<file path="config.mk">
export PLATFORM = sky130hd
export DESIGN_NAME = lut_neuron_rw_flat
export DESIGN_NICKNAME = d
export VERILOG_FILES = /design/src/rtl/lut_neuron_rw_if.sv /design/src/rtl/lut_neuron_rw.sv /design/src/flat_wrapper.sv
export SDC_FILE = /design/constraint.sdc
export NUM_CORES = 1
export LEC_CHECK = 0
export CAP_MARGIN = 40
export CORE_MARGIN = 2
export CORE_UTILIZATION = 45
export CTS_BUF_LIST = sky130_fd_sc_hd__clkbuf_16
export DETAILED_ROUTE_END_ITERATION = 10
export PLACE_DENSITY = 0.65
export SETUP_SLACK_MARGIN = 0.05
export SYNTH_ARGS = -nofsm -noshare
export SYNTH_HDL_FRONTEND = slang
export SYNTH_SLANG_ARGS = --single-unit
</file>
<file path="constraint.sdc">
create_clock -name clk -period 3 [get_ports clk]
set_input_delay 0.6 -clock clk [delete_from_list [all_inputs] [get_ports clk]]
set_output_delay 0.6 -clock clk [all_outputs]
set_load 0.02 [all_outputs]
</file>
<file path="src/rtl/lut_neuron_rw_if.sv">
// Bundle of the configuration port and the lookup valid/ready stream of one
// LUT neuron. The master drives requests; the slave (the neuron) answers.
interface lut_neuron_rw_if #(
    parameter int IN_W  = 6,
    parameter int OUT_W = 1
);
    logic             cfg_clear;
    logic             cfg_we;
    logic [IN_W-1:0]  cfg_addr;
    logic [OUT_W-1:0] cfg_data;
    logic             cfg_busy;

    logic             in_valid;
    logic             in_ready;
    logic [IN_W-1:0]  in_data;

    logic             out_valid;
    logic             out_ready;
    logic [OUT_W-1:0] out_data;

    modport master (
        output cfg_clear, cfg_we, cfg_addr, cfg_data, in_valid, in_data, out_ready,
        input  cfg_busy, in_ready, out_valid, out_data
    );

    modport slave (
        input  cfg_clear, cfg_we, cfg_addr, cfg_data, in_valid, in_data, out_ready,
        output cfg_busy, in_ready, out_valid, out_data
    );
endinterface

</file>
<file path="src/rtl/lut_neuron_rw.sv">
// Runtime-reloadable LUT neuron: a register-based truth table cleared by an
// init sweep after reset or cfg_clear, rewritable through the config port,
// and read through a one-stage valid/ready pipeline.
module lut_neuron_rw #(
    parameter int               IN_W     = 6,
    parameter int               OUT_W    = 1,
    parameter logic [OUT_W-1:0] INIT_VAL = '0
) (
    input logic            clk,
    input logic            rst_n,
    lut_neuron_rw_if.slave bus
);
    localparam int DEPTH = 2 ** IN_W;

    typedef enum logic {INIT, RUN} state_t;

    state_t           state, state_next;
    logic [IN_W-1:0]  count, count_next;
    logic [OUT_W-1:0] table_q [DEPTH];

    logic             out_valid_q;
    logic [OUT_W-1:0] out_data_q;

    logic             in_ready_c;
    logic             accept;
    logic             table_we;
    logic [IN_W-1:0]  table_addr;
    logic [OUT_W-1:0] table_wdata;

    // Lookup handshake: a request is taken only in RUN, never alongside a clear,
    // and only when the output stage is empty or draining this cycle.
    always_comb begin
        in_ready_c = (state == RUN) && !bus.cfg_clear && (!out_valid_q || bus.out_ready);
        accept     = bus.in_valid && in_ready_c;
    end

    // State and sweep counter register.
    // NOTE: sequential state uses non-blocking assignments so every register
    // samples the pre-edge values of the others.
    always_ff @(posedge clk or negedge rst_n) begin
        if (!rst_n) begin
            state <= INIT;
            count <= '0;
        end else begin
            state <= state_next;
            count <= count_next;
        end
    end

    // Next state, sweep counter and the single table write port.
    // NOTE: every output of this block gets a default first so no path leaves
    // a value unassigned, which would infer a latch.
    always_comb begin
        state_next  = state;
        count_next  = count;
        table_we    = 1'b0;
        table_addr  = bus.cfg_addr;
        table_wdata = bus.cfg_data;
        case (state)
            INIT: begin
                // Sweep owns the write port; config writes are dropped.
                table_we    = 1'b1;
                table_addr  = count;
                table_wdata = INIT_VAL;
                if (bus.cfg_clear) begin
                    count_next = '0;
                end else if (count == IN_W'(DEPTH - 1)) begin
                    state_next = RUN;
                    count_next = '0;
                end else begin
                    count_next = count + 1'b1;
                end
            end
            RUN: begin
                if (bus.cfg_clear) begin
                    state_next = INIT;
                    count_next = '0;
                end else if (bus.cfg_we) begin
                    table_we = 1'b1;
                end
            end
            default: state_next = INIT;
        endcase
    end

    // Truth table storage.
    // NOTE: the table has no reset; its contents are defined by the init sweep,
    // so a reset network across every entry would buy nothing.
    always_ff @(posedge clk) begin
        if (table_we) begin
            table_q[table_addr] <= table_wdata;
        end
    end

    // Output stage: the lookup reads the pre-edge table, so a same-edge config
    // write to the looked-up entry is seen only by later lookups.
    always_ff @(posedge clk or negedge rst_n) begin
        if (!rst_n) begin
            out_valid_q <= 1'b0;
            out_data_q  <= '0;
        end else if (state == INIT || bus.cfg_clear) begin
            out_valid_q <= 1'b0;
        end else if (accept) begin
            out_valid_q <= 1'b1;
            out_data_q  <= table_q[bus.in_data];
        end else if (bus.out_ready) begin
            out_valid_q <= 1'b0;
        end
    end

    assign bus.cfg_busy  = (state == INIT);
    assign bus.in_ready  = in_ready_c;
    assign bus.out_valid = out_valid_q;
    assign bus.out_data  = out_data_q;
endmodule
</file>
<file path="src/flat_wrapper.sv">
// flat-port wrapper written by rule: the top's interface ports become plain ports
module lut_neuron_rw_flat 
#(
    parameter int               IN_W     = 6,
    parameter int               OUT_W    = 1,
    parameter logic [OUT_W-1:0] INIT_VAL = '0
)
  (clk, rst_n, bus_cfg_clear, bus_cfg_we, bus_cfg_addr, bus_cfg_data, bus_in_valid, bus_in_data, bus_out_ready, bus_cfg_busy, bus_in_ready, bus_out_valid, bus_out_data);
  lut_neuron_rw_if #(.IN_W(IN_W), .OUT_W(OUT_W)) bus_i ();
  input logic clk;
  input logic rst_n;
  input wire logic [$bits(bus_i.cfg_clear)-1:0] bus_cfg_clear;
  input wire logic [$bits(bus_i.cfg_we)-1:0] bus_cfg_we;
  input wire logic [$bits(bus_i.cfg_addr)-1:0] bus_cfg_addr;
  input wire logic [$bits(bus_i.cfg_data)-1:0] bus_cfg_data;
  input wire logic [$bits(bus_i.in_valid)-1:0] bus_in_valid;
  input wire logic [$bits(bus_i.in_data)-1:0] bus_in_data;
  input wire logic [$bits(bus_i.out_ready)-1:0] bus_out_ready;
  output wire logic [$bits(bus_i.cfg_busy)-1:0] bus_cfg_busy;
  output wire logic [$bits(bus_i.in_ready)-1:0] bus_in_ready;
  output wire logic [$bits(bus_i.out_valid)-1:0] bus_out_valid;
  output wire logic [$bits(bus_i.out_data)-1:0] bus_out_data;
  assign bus_i.cfg_clear = bus_cfg_clear;
  assign bus_i.cfg_we = bus_cfg_we;
  assign bus_i.cfg_addr = bus_cfg_addr;
  assign bus_i.cfg_data = bus_cfg_data;
  assign bus_i.in_valid = bus_in_valid;
  assign bus_i.in_data = bus_in_data;
  assign bus_i.out_ready = bus_out_ready;
  assign bus_cfg_busy = bus_i.cfg_busy;
  assign bus_in_ready = bus_i.in_ready;
  assign bus_out_valid = bus_i.out_valid;
  assign bus_out_data = bus_i.out_data;
  lut_neuron_rw #(.IN_W(IN_W), .OUT_W(OUT_W), .INIT_VAL(INIT_VAL)) u_core (.clk(clk), .rst_n(rst_n), .bus(bus_i));
endmodule
</file>
After elaboration in Yosys (flattened, before gate mapping)
Memories as Yosys holds them, arrays and structs flattened. A register that Yosys moved wholly into a read port is not among the register bits.
Index checks and enable logic that the tools add are counted.
{"block": "totals", "register_bits": 8, "mem_bits_rw": 64, "in_bits": 19, "output_inout_bits": 4, "wordCells": 37, "n_memories": 1}
{"block": "op_classes", "n_addsub": 1, "n_eq_ne": 2, "muxes": 18, "bitwise": 2, "reduce_logical": 10}
{"memory": "u_core.table_q", "depth": 64, "word_bits": 1, "rd": 1, "rd_clocked_by_memory_dff": 1, "wr": 1, "line": "lut_neuron_rw.sv:19", "source": "logic [OUT_W-1:0] table_q [DEPTH];"}
{"cell": "$mux W6", "n": 4}
{"cell": "$pmux W6 S2", "n": 1}
{"cell": "$mux W1", "n": 11}
{"cell": "$add A6 B1 Y6 const B", "n": 1}
{"cell": "$eq A6 B6 Y1 const B", "n": 1}
{"cell": "$pmux W1 S2", "n": 2}
{"cell": "$logic_and A1 B1 Y1", "n": 3}
{"cell": "$logic_not A1 Y1", "n": 3}
{"cell": "$reduce_bool A3 Y1", "n": 1}
{"cell": "$logic_or A1 B1 Y1", "n": 2}
{"cell": "$ne A2 B2 Y1 const B", "n": 1}
{"cell": "$not A1 Y1", "n": 2}
{"cell": "$reduce_and A2 Y1", "n": 1}

Logic depth before layout (Yosys ltp)
{"block": "logic_depth", "depth_word": 6, "depth_mapped": 8}

Least setup slack after synthesis
OpenSTA, ideal clock, no wires.
{"block": "synth_timing", "path_kind": "register -> register", "from": "register u_core.state", "to": "memory u_core.table_q[0] (data pin)", "setup_ns": 0.367, "t_arrival_ns": 1.775, "t_required_ns": 2.633, "path_slack_ns": 0.858, "stages_incl_launch_ff": 5, "path_buffers": 3, "path_cell_list": "dfrtp_1 -> buf_2 -> buf_2 -> buf_2 -> and2_1"}
{"block": "synth_between", "elab_chain_cells": 1}
{"item": "start: declaration", "line": "lut_neuron_rw.sv:17", "source": "state_t state, state_next;"}
{"item": "start signal: assignment", "line": "lut_neuron_rw.sv:45", "source": "state <= state_next;"}
{"item": "$mux W1", "line": "lut_neuron_rw.sv:59", "source": "case (state)"}
{"item": "net u_core.table_wdata", "line": "lut_neuron_rw.sv:28", "source": "logic [OUT_W-1:0] table_wdata;"}
{"item": "end: declaration", "line": "lut_neuron_rw.sv:19"}
The timed path passes the listed nets, and every way through them passes these cells.

Final worst setup path
{"block": "layout_timing", "from": "input port bus_cfg_clear", "to": "output port bus_in_ready"}
{"block": "layout_between", "elab_chain_cells": 3}
{"item": "start: declaration", "line": "flat_wrapper.sv:12", "source": "input wire logic [$bits(bus_i.cfg_clear)-1:0] bus_cfg_clear;"}
{"item": "$logic_not A1 Y1", "line": "lut_neuron_rw.sv:33", "source": "in_ready_c = (state == RUN) && !bus.cfg_clear && (!out_valid_q || bus.out_ready);"}
{"item": "$logic_and A1 B1 Y1 (2 in a row)", "line": "lut_neuron_rw.sv:33"}
{"item": "end: declaration", "line": "flat_wrapper.sv:20", "source": "output wire logic [$bits(bus_i.in_ready)-1:0] bus_in_ready;"}
Every way passes these cells.

==> metrics.txt <==
status=complete, no violations; initial antenna violation count=0; post-route setup slack=0.3136 ns; largest family of logic cells by synthesized area=simple AND/OR/NAND/NOR gates; Die Area=8541 um^2; Final setup violation count=0; IO buf count=22; max frequency=372.2 MHz; antenna-violating nets left=0; area grow syn2layout=18.14%; CTS tree=done; HP Start=u_core.bus.out_data$_DFFE_PN0P_; post-CTS sizing=0; xor and xnor fraction of the mapped netlist area=0.4979%; Clock Latency Late Sink=0.33 ns; max-cap violation count=0; worst-margin pin slew=0.5630 ns; Yosys warnings=0; largest cells by area after synthesis=edfxtp_1 (55%), mux2i_1 (8.5%), nor2_1 (8.5%); met2 WL=3406 um; Placement Setup Slack=0.2992 ns; Startpoint Class=input port; compound-cell area share of the yosys netlist=6.757%; post-CTS setup buffers=0; kind of critical path=input port to output pin; Initial Utilization=46.01%; GPL Wtd Cong=0.8931; Post-synth top cells=nor2_1 (80), edfxtp_1 (64), mux2i_1 (30), nand2_1 (25), a22oi_1 (11); Remaining Overflow, GRT=0; die span in y=92.42 um; H-tree levels=3; fill count=655; power per standard cell area=604.3 nW/um^2; Synth Area in Simple Gates=16.04%; Root Buffer=clkbuf_16; setup_tns=0 ns; Post-synth ARST share=12.33%; clock sink count=73; Final #Nets=341; final period utilization=89.55%; total CTS buffers=9; Routed met1 length=3363 um; CP Capture Type=output pin; dpl hpwl=4964 um; RSZ-0062 raised after global routing=false; crit path launch=bus_cfg_clear; clk slew on worst S/H paths=0.06 ns; DRC Markers=0; fraction of synthesized area in multiplexers=12.16%; Worst Path Arrival=2.09 ns; post-synth top area cell=edfxtp_1; WL met3=424 um; Worst IR Drop VDD=0.0002803 V; area of the core=7647 um^2; via count=2333; post-synth top area share=54.62%; Global Route Usage Sum=18.83%; Rows=32; sequential area share after synthesis=61.02%; io pins=23; DR pass1 iterations=4; most frequent cell after synthesis=nor2_1; first-pass GRT wire length=11900 um; reg-to-reg startpoint=u_core.state$_DFF_PN0_; Finished Layout Cells=428; layout cells sized above 1=7.362%; ant diodes=0; largest net degree at the start of global routing=65; fin util=54.35%; routed wirelength normalized by instance count=17.25 um; Leakage=0.001514 uW; Synthesized Nets=315; synthesized cell area=3518 um^2; EDFF count, synth=64; hold_buf cts=0; Main synth FF type=edfxtp_1; Fin Clk Skew=0.004730 ns; Seq cells post-synth=73; cell count after synthesis=295; adder-cell share of the synthesized area=0.3556%; total wire length=7381 um; fin crit period=2.686 ns; Hold WC Path Type=flip-flop to flip-flop; DR vias/cell=5.451; clk buf depth=2; mean post-synth cell area=11.93 um^2; placed cells=412; Slew HR=62.47%; Data required, critical path=2.40 ns; final hold viol count=0; Highest Signal Layer=met4; DR iter-0 viols=185; vias in the first global route=2264; Die Width=92.42 um; distinct cell type count after synthesis=43; Max Slew Vio Count=0; maximum fanout along the worst path=3
[placed cells by master, fill, tap and decap left out, types with 3 or more instances in the layout]
cell type,n
nor2_1,80
edfxtp_1,64
mux2i_1,30
nand2_1,25
clkdlybuf4s50_1,22
a22oi_1,11
nand3_1,10
clkbuf_16,9
dfrtp_1,9
a21oi_1,7
buf_4,5
nand2b_1,4
nor2b_1,4
mux4_1,4
inv_1,3
o32ai_1,3
nor3_1,3
inv_6,3
bufinv_16,3
[through the flow]
step	hold slack (ns)	cell area, um^2	total power [uW]
floorplan	0.3044	3518	1223
global placement	0.4684	3807	1277
detailed placement	0.4746	3807	1279
CTS	0.4878	4156	2522
global route	0.5143	4156	2589
finish	0.4774	4156	2512
[registers in the layout (all words and copies together), names as in the netlist]
register	cells
u_core.state	1
u_core.count	6
u_core.table_q	64
u_core.bus.out_valid	1
u_core.bus.out_data	1
[critical path, stage by stage]
cell and delay, ns:
clkdlybuf4s50_1 0.43, nand2b_1 0.22, nor2_1 0.20, clkdlybuf4s50_1 0.63
[worst paths after layout]
path	to	slack (ns)	depth (start not counted)
setup / recovery	bus_in_ready	0.31	4
max in group asynchronous	u_core.bus.out_valid$_DFFE_PN0P_	2.03	1
hold / removal	u_core.bus.out_data$_DFFE_PN0P_	0.48	2
min in group asynchronous	u_core.count[2]$_DFFE_PN0P_	0.61	1
setup reg to reg	u_core.table_q[35]$_DFFE_PP_	0.85	4
hold reg to reg	u_core.bus.out_data$_DFFE_PN0P_	0.48	2
[routing by layer]
metal / up-vias / track usage [%]
met2: 68 / 28.41
met4: 0 / 8.706
li1: 1127 / -
met5: - / 0
met1: 1122 / 25.77
met3: 16 / 4.638
[layout make-up]
| class | instances | area [um^2] | share of cell area [%] |
|---|---|---|---|
| flip-flops and latches | 73 | 2147 | 51.66 |
| repair buffers | 27 | 257.7 | 6.201 |
| clock buffers | 9 | 225.2 | 5.418 |
| clock inverters | 7 | 123.9 | 2.980 |
| multi-input cells | 206 | 1260 | 30.31 |
| inverters | 4 | 15.01 | 0.3612 |
| well taps | 102 | 127.6 | 3.070 |
[cell families (layout without fill, tap and decap cells)]
logic type,count (synthesis),after routing
compound gates,33,33
xor+xnor,2,2
fa+ha+maj,1,1
buf+inv,16,47
flops,73,73
mux,36,36
simple gates,134,134
[report_power, final]
group	internal [uW]	leakage [uW]	total (uW)	switching [uW]
clock	821	0.000167	1250	433
sequential	1100	0.000754	1110	8.28
combinational	66.2	0.000593	150	83.6
Note: power is estimated with default switching activity, not from simulation.
